===== config.mk =====
export PLATFORM = sky130hd
export DESIGN_NAME = sign_shift_pipe
export DESIGN_NICKNAME = d
export VERILOG_FILES = /design/src/rtl/sign_shift_pipe.sv
export SDC_FILE = /design/constraint.sdc
export NUM_CORES = 1
export LEC_CHECK = 0
export CAP_MARGIN = 20
export CORE_MARGIN = 8
export CORE_UTILIZATION = 40
export DETAILED_ROUTE_END_ITERATION = 12
export PLACE_DENSITY_LB_ADDON = 0.12
export SLEW_MARGIN = 15
export SYNTH_ARGS = -nofsm -noshare
export SYNTH_HDL_FRONTEND = slang
export SYNTH_SLANG_ARGS = --single-unit

===== constraint.sdc =====
create_clock -name clk -period 1.5 [get_ports clk]
set_input_delay 0.15 -clock clk [delete_from_list [all_inputs] [get_ports clk]]
set_output_delay 0.15 -clock clk [all_outputs]
set_load 0.02 [all_outputs]

===== src/rtl/sign_shift_pipe.sv =====
// sign_shift_pipe: pipelined, sign-preserving barrel shifter with four modes
// (pass, left wrap, left saturate, rounding arithmetic right shift), per-beat
// overflow flag, sticky overflow and valid/ready flow control on both sides.
// The whole shift is resolved in front of stage 0; the remaining stages only
// carry the result, so the observable latency is PIPE cycles.
module sign_shift_pipe #(
    parameter int WIDTH = 12,
    parameter int SHW   = 4,
    parameter int PIPE  = 2
) (
    input  logic             clk,
    input  logic             rst_n,
    input  logic             in_valid,
    output logic             in_ready,
    input  logic [WIDTH-1:0] in_data,
    input  logic [SHW-1:0]   in_shamt,
    input  logic [1:0]       in_mode,
    output logic             out_valid,
    input  logic             out_ready,
    output logic [WIDTH-1:0] out_data,
    output logic             out_ovf,
    output logic             ovf_sticky,
    input  logic             ovf_clr
);

    localparam logic [1:0] MODE_PASS = 2'b00;
    localparam logic [1:0] MODE_WRAP = 2'b01;
    localparam logic [1:0] MODE_SAT  = 2'b10;
    localparam logic [1:0] MODE_RND  = 2'b11;

    localparam logic [SHW-1:0] SMAX = SHW'(WIDTH - 1);

    // shift datapath signals
    logic [SHW-1:0]      sh;
    logic [WIDTH-1:0]    lsh;
    logic [WIDTH-1:0]    back;
    logic [WIDTH-1:0]    wrap;
    logic [WIDTH-1:0]    sat;
    logic                lovf;
    logic [WIDTH:0]      rnd;
    logic signed [WIDTH:0] sum;
    logic [WIDTH-1:0]    res_rnd;
    logic [WIDTH-1:0]    res;
    logic                res_ovf;

    // pipeline state
    logic [PIPE-1:0]            vld_q, vld_d;
    logic [PIPE-1:0][WIDTH-1:0] dat_q, dat_d;
    logic [PIPE-1:0]            ovf_q, ovf_d;
    logic [PIPE-1:0]            load;
    logic [PIPE-1:0]            src_v;
    logic [PIPE-1:0][WIDTH-1:0] src_dat;
    logic [PIPE-1:0]            src_ovf;
    logic                       sticky_q, sticky_d;

    // Combinational shift: clamp the amount, then build every mode's result.
    // Overflow test: shifting left then arithmetically back only restores x
    // when all bits pushed past the sign position matched the sign.
    always_comb begin
        sh      = (in_shamt > SMAX) ? SMAX : in_shamt;
        lsh     = in_data << sh;
        back    = $signed(lsh) >>> sh;
        lovf    = (back != in_data);
        wrap    = {in_data[WIDTH-1], lsh[WIDTH-2:0]};
        sat     = in_data[WIDTH-1] ? {1'b1, {(WIDTH-1){1'b0}}} : {1'b0, {(WIDTH-1){1'b1}}};
        rnd     = (sh == '0) ? '0 : ((WIDTH+1)'(1) << (sh - SHW'(1)));
        sum     = $signed({in_data[WIDTH-1], in_data}) + $signed(rnd);
        res_rnd = WIDTH'(sum >>> sh);
        res     = in_data;
        res_ovf = 1'b0;
        case (in_mode)
            MODE_PASS: begin
                res     = in_data;
                res_ovf = 1'b0;
            end
            MODE_WRAP: begin
                res     = wrap;
                res_ovf = lovf;
            end
            MODE_SAT: begin
                res     = lovf ? sat : wrap;
                res_ovf = lovf;
            end
            MODE_RND: begin
                res     = res_rnd;
                res_ovf = 1'b0;
            end
            default: ;
        endcase
    end

    // Each stage's source: stage 0 takes the fresh beat, later stages take the one above.
    for (genvar g = 0; g < PIPE; g++) begin : g_src
        if (g == 0) begin : g_head
            assign src_v[g]   = in_valid;
            assign src_dat[g] = res;
            assign src_ovf[g] = res_ovf;
        end else begin : g_body
            assign src_v[g]   = vld_q[g-1];
            assign src_dat[g] = dat_q[g-1];
            assign src_ovf[g] = ovf_q[g-1];
        end
    end

    // Stage load enables: a stage loads when empty or when its beat moves on,
    // which lets bubbles collapse and makes in_ready depend on out_ready.
    always_comb begin
        load[PIPE-1] = ~vld_q[PIPE-1] | out_ready;
        for (int i = PIPE - 2; i >= 0; i--) begin
            load[i] = ~vld_q[i] | load[i+1];
        end
    end

    // Next-state for the stage registers and sticky flag (set beats clear).
    always_comb begin
        vld_d = vld_q;
        dat_d = dat_q;
        ovf_d = ovf_q;
        for (int i = 0; i < PIPE; i++) begin
            if (load[i]) begin
                vld_d[i] = src_v[i];
                if (src_v[i]) begin
                    dat_d[i] = src_dat[i];
                    ovf_d[i] = src_ovf[i];
                end
            end
        end
        if (out_valid & out_ready & out_ovf) begin
            sticky_d = 1'b1;
        end else if (ovf_clr) begin
            sticky_d = 1'b0;
        end else begin
            sticky_d = sticky_q;
        end
    end

    // Stage registers; reset discards every in-flight beat at once.
    always_ff @(posedge clk or negedge rst_n) begin
        if (!rst_n) begin
            vld_q    <= '0;
            dat_q    <= '0;
            ovf_q    <= '0;
            sticky_q <= 1'b0;
        end else begin
            vld_q    <= vld_d;
            dat_q    <= dat_d;
            ovf_q    <= ovf_d;
            sticky_q <= sticky_d;
        end
    end

    assign in_ready   = load[0];
    assign out_valid  = vld_q[PIPE-1];
    assign out_data   = dat_q[PIPE-1];
    assign out_ovf    = ovf_q[PIPE-1];
    assign ovf_sticky = sticky_q;

endmodule

==> parameters.txt <==
Parameter                              Value

Detailed routing
  TritonRoute pass-1 iters ... 5
  Violation count after the first detailed-routing iteration ... 331
  DRT antenna net count ... 0
  Avg WL per Cell ... 20.1 µm
  Routed WL ... 15,200 µm
  Total via count in the routed design ... 4,452
  Post-detailed-route via-to-cell ratio ... between 5 and 6
  Post-route DRC violation count ... 0

Final layout
  Total Nets Final ... 685
  Final antenna diode count ... 0
  Fill cell total of the finished layout ... 826
  Synthesis-to-finish area growth ... 58.3%
  Fraction of layout instances using a drive strength above 1 ... 0.446

Global route
  GRT Resource Usage Total ... 0.243
  Wire length of the first global-routing pass ... 24,500 µm
  Via count of the first global-routing pass ... 4,574
  Grt total ovfl ... 0
  Largest net degree at the start of global routing ... 30
  Antenna violations before repair ... 0

Setup path
  Critical path buffer and inverter count ... 3
  Crit path top cell by count ... sky130_fd_sc_hd__a221o_1
  Cell type of the slowest stage on the worst timing path ... sky130_fd_sc_hd__a221o_1
  Kind of cell adding the most delay to the critical path ... compound AO/OA/AOI/OAI gates
  Critical path fanouts, max ... 5
  List of cells traversed by the critical path ... buf_8, or2_4, nor3_4, ha_2, inv_2, fa_2, nor2b_2, o31a_1, o22ai_4, buf_6, o2111ai_4, a21oi_2, xnor2_2, a221o_1, a221o_1, a31oi_1
  Category of the most critical setup path ... in2reg
  Critical path capture point type ... flop
  Worst stage delay on the critical path ... 380 ps
  Critical path startpoint category ... input port
  Data arrival at the endpoint of the critical path ... 3250 ps
  Data required, critical path ... 1690 ps

STA
  Final period utilization ... 2.04
  Final Max Tran Viols ... 0
  Setup repair after global routing missed its margin ... true
  Worst hold slack after final layout ... between 200 and 300 ps
  Final setup margin ... -1560 ps
  Minimum clock period ... about 3100 ps
  Worst max-slew margin expressed relative to the limit ... 0.608
  Worst slew pin tran ... 583 ps
  Setup violations, final ... 13
  Final Hold Violating Endpoints ... 0
  Maximum operating frequency ... 327 MHz
  Worst setup skew after layout ... 6.14 ps

Outcome
  Failing checks ... negative setup slack
  Run status ... finished with violations

Power and ir drop
  Psw ... 0.00150 W
  Seq pwr share ... 0.258
  Share of total power consumed by net switching ... 0.378
  Clock network fraction of design power ... 0.176
  IR drop worst, VDD ... slightly below 400 µV
  Cell-internal power ... 0.00248 W
  Leakage power figure ... 2.59 nW
  Comb power frac ... 0.566
  Power density over the cells ... between 600 and 700 nW/µm²

Logic synthesis
  Count of warnings emitted by yosys ... 0
  Most repeated cell in the gate-level netlist after synthesis ... sky130_fd_sc_hd__nor2_1
  Synthesized-area fraction occupied by and/or/nand/nor cells ... 0.202
  Xor and xnor area share after synthesis ... 0.0328
  Number of different library cells in the post-synthesis netlist ... 82
  Synth Net Count ... 509
  Cell type with the largest total area after synthesis ... sky130_fd_sc_hd__dfrtp_1
  Compound-gate portion of the synthesized area ... 0.304
  Share of synthesized flip-flops with an asynchronous set or reset ... 1.00
  Leading register cell type out of synthesis ... sky130_fd_sc_hd__dfrtp_1
  Leading cell types by count after synthesis ... sky130_fd_sc_hd__nor2_1 (44), sky130_fd_sc_hd__a21oi_1 (39), sky130_fd_sc_hd__nand2_1 (36), sky130_fd_sc_hd__dfrtp_1 (29), sky130_fd_sc_hd__o21ai_0 (28)
  Post-Synth Adder-Cell Area ... 0.0589
  Post-synthesis cell area ... 3740 µm²
  Top cell type's share of synthesized area ... 0.194
  Post-synthesis sequential area ratio ... 0.194
  Mean area per synthesized cell ... 7.97 µm²
  Largest cells by area after synthesis ... sky130_fd_sc_hd__dfrtp_1 (19%), sky130_fd_sc_hd__mux2_2 (6.3%), sky130_fd_sc_hd__ha_1 (5.4%)
  Mux share of post-synthesis cell area ... 0.109
  Cells after synthesis ... between 400 and 500
  EDFF count, synth ... 0
  Main combinational cell family by area after synthesis ... compound AO/OA/AOI/OAI gates
  Flip-flop and latch count after synthesis ... 29

Hold path
  Hold/Removal Path Class ... in2async

Floorplan
  Num ports ... 39
  Width of the chip ... 113 µm
  Row count ... 35
  Die Outline Area ... 12,700 µm²
  Area of the placeable core ... 9150 µm²
  Overall die height ... 113 µm
  Initial cell density of the core ... 0.408

Clocking
  Number of buffers created by CTS ... 5
  Clock-pin transition on the worst setup and hold timing paths ... 60 ps
  Clock net sink count ... 29
  Latest clock arrival within the worst-skew pair ... 280 ps
  Number of H-tree levels ... 2
  Maximum buffer depth of the clock tree ... 2
  Hold buffers post-CTS ... 0
  Clock tree from TritonCTS ... yes
  Library cell used as clock root buffer ... sky130_fd_sc_hd__clkbuf_8

Run
  # Max-Cap Violations ... 0

Place
  Final weighted congestion of routability-driven global placement ... 1.00
  Buffers added on ports ... 38
  DP Wirelength ... 12,100 µm
  Worst Setup Slack post-DPL ... -2540 ps
[cell families (layout without fill, tap and decap cells)]
kind of cell / count (synthesis) / count (layout)
xor+xnor: 14 / 14
buf+inv: 63 / 240
mux: 33 / 33
other cells: 1 / 1
simple gates: 152 / 152
fa+ha+maj: 17 / 17
flops: 29 / 29
compound gates: 160 / 160
[worst paths after layout]
path,start,end,slack [ps],depth (start not counted)
hold reg to reg,dat_q[11],dat_q[11],480,2
setup reg to reg,vld_q[1],dat_q[6],30,5
max in group asynchronous,rst_n,ovf_sticky,980,2
hold / removal,rst_n,out_data[4],250,2
min in group clk,in_valid,vld_q[0],470,2
setup / recovery,in_shamt[2],dat_q[6],-1560,16
[layout make-up]
class | instances | area, µm² | share of cell area
well taps | 111 | 139 | 0.0235
inverters | 24 | 91.3 | 0.0154
clock buffers | 7 | 96.3 | 0.0163
repair buffers | 208 | 1770 | 0.298
clock inverters | 1 | 5.00 | 0.000846
multi-input cells | 377 | 3090 | 0.523
flip-flops and latches | 29 | 726 | 0.123
[per-layer routing]
layer | GRT usage | up-vias | part of all wire
li1 | - | 2121 | -
met4 | 0.124 | 0 | 0.048
met5 | 0 | - | 0
met2 | 0.421 | 163 | 0.49
met1 | 0.284 | 2114 | 0.41
met3 | 0.0338 | 54 | 0.055
[cells in the final DEF (no fill, tap or decap), types with 11 or more instances in the layout]
master                            instances
sky130_fd_sc_hd__buf_6                   20
sky130_fd_sc_hd__o211ai_1                11
sky130_fd_sc_hd__mux2_2                  17
sky130_fd_sc_hd__o21ai_0                 16
sky130_fd_sc_hd__buf_4                  148
sky130_fd_sc_hd__nand3_1                 20
sky130_fd_sc_hd__o21ai_1                 12
sky130_fd_sc_hd__nor3_1                  12
sky130_fd_sc_hd__clkdlybuf4s50_1         23
sky130_fd_sc_hd__dfrtp_1                 29
sky130_fd_sc_hd__ha_1                    13
sky130_fd_sc_hd__a21oi_1                 33
sky130_fd_sc_hd__inv_1                   19
sky130_fd_sc_hd__a31oi_1                 15
sky130_fd_sc_hd__nand2_1                 35
sky130_fd_sc_hd__nor2_1                  35
[flip-flops by register name (all words and copies together), names as in the netlist]
register / flops
ovf_sticky: 1
vld_q: 2
out_data: 12
ovf_q: 2
dat_q: 12
[what timing repair did]
action                     CTS  global route
setup endpoints to repair   14            14
pin swaps                   44            23
cloned                       1             0
resized for setup          106            26
buffers inserted            17             2
[power groups by stage]
stage	clock network, W	logic (W)	registers [W]
after floorplan	0	0.00118	0.00104
after global placement	0	0.00202	0.00104
after detailed placement	0	0.00202	0.00105
after CTS	0.000722	0.00219	0.00103
after global routing	0.000752	0.00240	0.00105
final	0.000699	0.00225	0.00103
[stage by stage]
| stage | total power [W] | util | area (µm²) | cells | setup TNS [ps] |
|---|---|---|---|---|---|
| 3_3_place_gp | 0.00305 | 0.575 | 5260 | 733 | -29970 |
| 2_1_floorplan | 0.00221 | - | 3840 | 469 | -18620 |
| 6_report | 0.00398 | 0.646 | 5920 | 757 | -18540 |
| 5_1_grt | 0.00421 | 0.646 | 5920 | 757 | -20400 |
| 4_1_cts | 0.00395 | 0.635 | 5810 | 757 | -18210 |
| 3_5_place_dp | 0.00307 | 0.575 | 5260 | 733 | -31360 |
Note: power is estimated with default switching activity, not from simulation.
==> edit, RTL diff (same flow settings) <==
Change the parameter `PIPE` from 2 to 1.
--- a/src/rtl/sign_shift_pipe.sv
+++ b/src/rtl/sign_shift_pipe.sv
@@ -6,7 +6,7 @@
 module sign_shift_pipe #(
     parameter int WIDTH = 12,
     parameter int SHW   = 4,
-    parameter int PIPE  = 2
+    parameter int PIPE  = 1
 ) (
     input  logic             clk,
     input  logic             rst_n,
Check against the original RTL: not equivalent (Yosys sat finds a counterexample within 4 cycles, from zero or initial values and one cycle with rst_n low).
==> edit against the unedited design <==
The flow still finishes with violations (negative setup slack); first-iteration DRC count is 24% higher; setup slack got worse by 0.046 ns; sequential power decreased by 51%; non-clock buffer count is 70 higher; synthesized area down 5.0%; sequential cell count shrank 14; final area up 8.4%; wire length grew 21%; global-route usage up 4.8 points; register-to-register slack got worse by 0.04 ns; total power shrank 18%; sequential share of layout area decreased by 6.4 points; critical endpoint is now out_data[4]; largest cell class unchanged.
==> edit: results (changes against the unedited design) <==
CTS buffer count: 3 (was 5)
HPWL Detailed: 13300 µm (was 12100 µm)
Post-CTS setup buffers: 40 (was 17)
Post-CTS sizing: 131 (was 106)
Final nets: 777 (was 685)
Synth unique cells: 78 (was 82)
Signal buffers: 278 (was 208)
R2r setup slk: -0.01 ns (was 0.03 ns)
Post-synth top cells: a21oi_1 (47), nand2_1 (47), nor2_1 (39) (was nor2_1 (44), a21oi_1 (39), nand2_1 (36))
Worst R2R Start: out_valid (was vld_q[1])
Setup crit start: in_shamt[3] (was in_shamt[2])
Worst ir drop on vdd: 0.281 mV (was 0.384 mV)
Crit path DAT: 3.23 ns (was 3.25 ns)
Slowest stage delay, CP: 0.41 ns (was 0.38 ns)
Multi-input logic portion of the cell area: 53.4% (was 52.3%)
Hold Slack: 0.232 ns (was 0.254 ns)
Cell Area, Placed: 5410 µm² (was 5260 µm²)
Final Setup Violations: 13 (unchanged)
Metal2 WL: 8510 µm (was 7470 µm)
Drt initial violations: 412 (was 331)
Post-Syn Nets: 535 (was 509)
Outcome: finished with violations (unchanged)
Violated checks: negative setup slack (unchanged)
Proportion of layout cells with a drive suffix above 1: 50.1% (was 44.6%)
Final setup TNS: -18.99 ns (was -18.54 ns)
Clock group share of total power: 9.9% (was 17.6%)
Sequential area share after synthesis: 10.6% (was 19.4%)
Vias in the first global route: 5207 (was 4574)
Fin worst setup slack: -1.61 ns (was -1.56 ns)
DRT Wirelength: 18400 µm (was 15200 µm)
Via/cell ratio: 6.28 (was 5.88)
## edit: changes by cell type after synthesis, sizes merged, moves of 8 or more
| cell | before | now |
|---|---|---|
| a21oi | 39 | 47 |
| mux2 | 22 | 4 |
| buf | 33 | 20 |
| mux2i | 7 | 16 |
| nand2 | 36 | 47 |
| xnor2 | 13 | 5 |
| dfrtp | 29 | 15 |
| clkbuf | 4 | 21 |
| nand3 | 23 | 14 |
## edit: logic make-up after synthesis
group | synth area share [%]
other | 0.106
multiplexers | 9.90
buffers and inverters | 8.53
AND/OR/NAND/NOR | 24.6
flip-flops | 10.6
AO/OA/AOI/OAI | 38.1
XOR/XNOR | 1.97
adder cells (fa/ha/maj) | 6.20
## edit: layer usage
layer | up-vias | GRT usage, %
li1 | 2388 | -
met1 | 2492 | 35.4
met2 | 326 | 48.3
met3 | 92 | 5.41
met4 | 0 | 13.8
met5 | - | 0
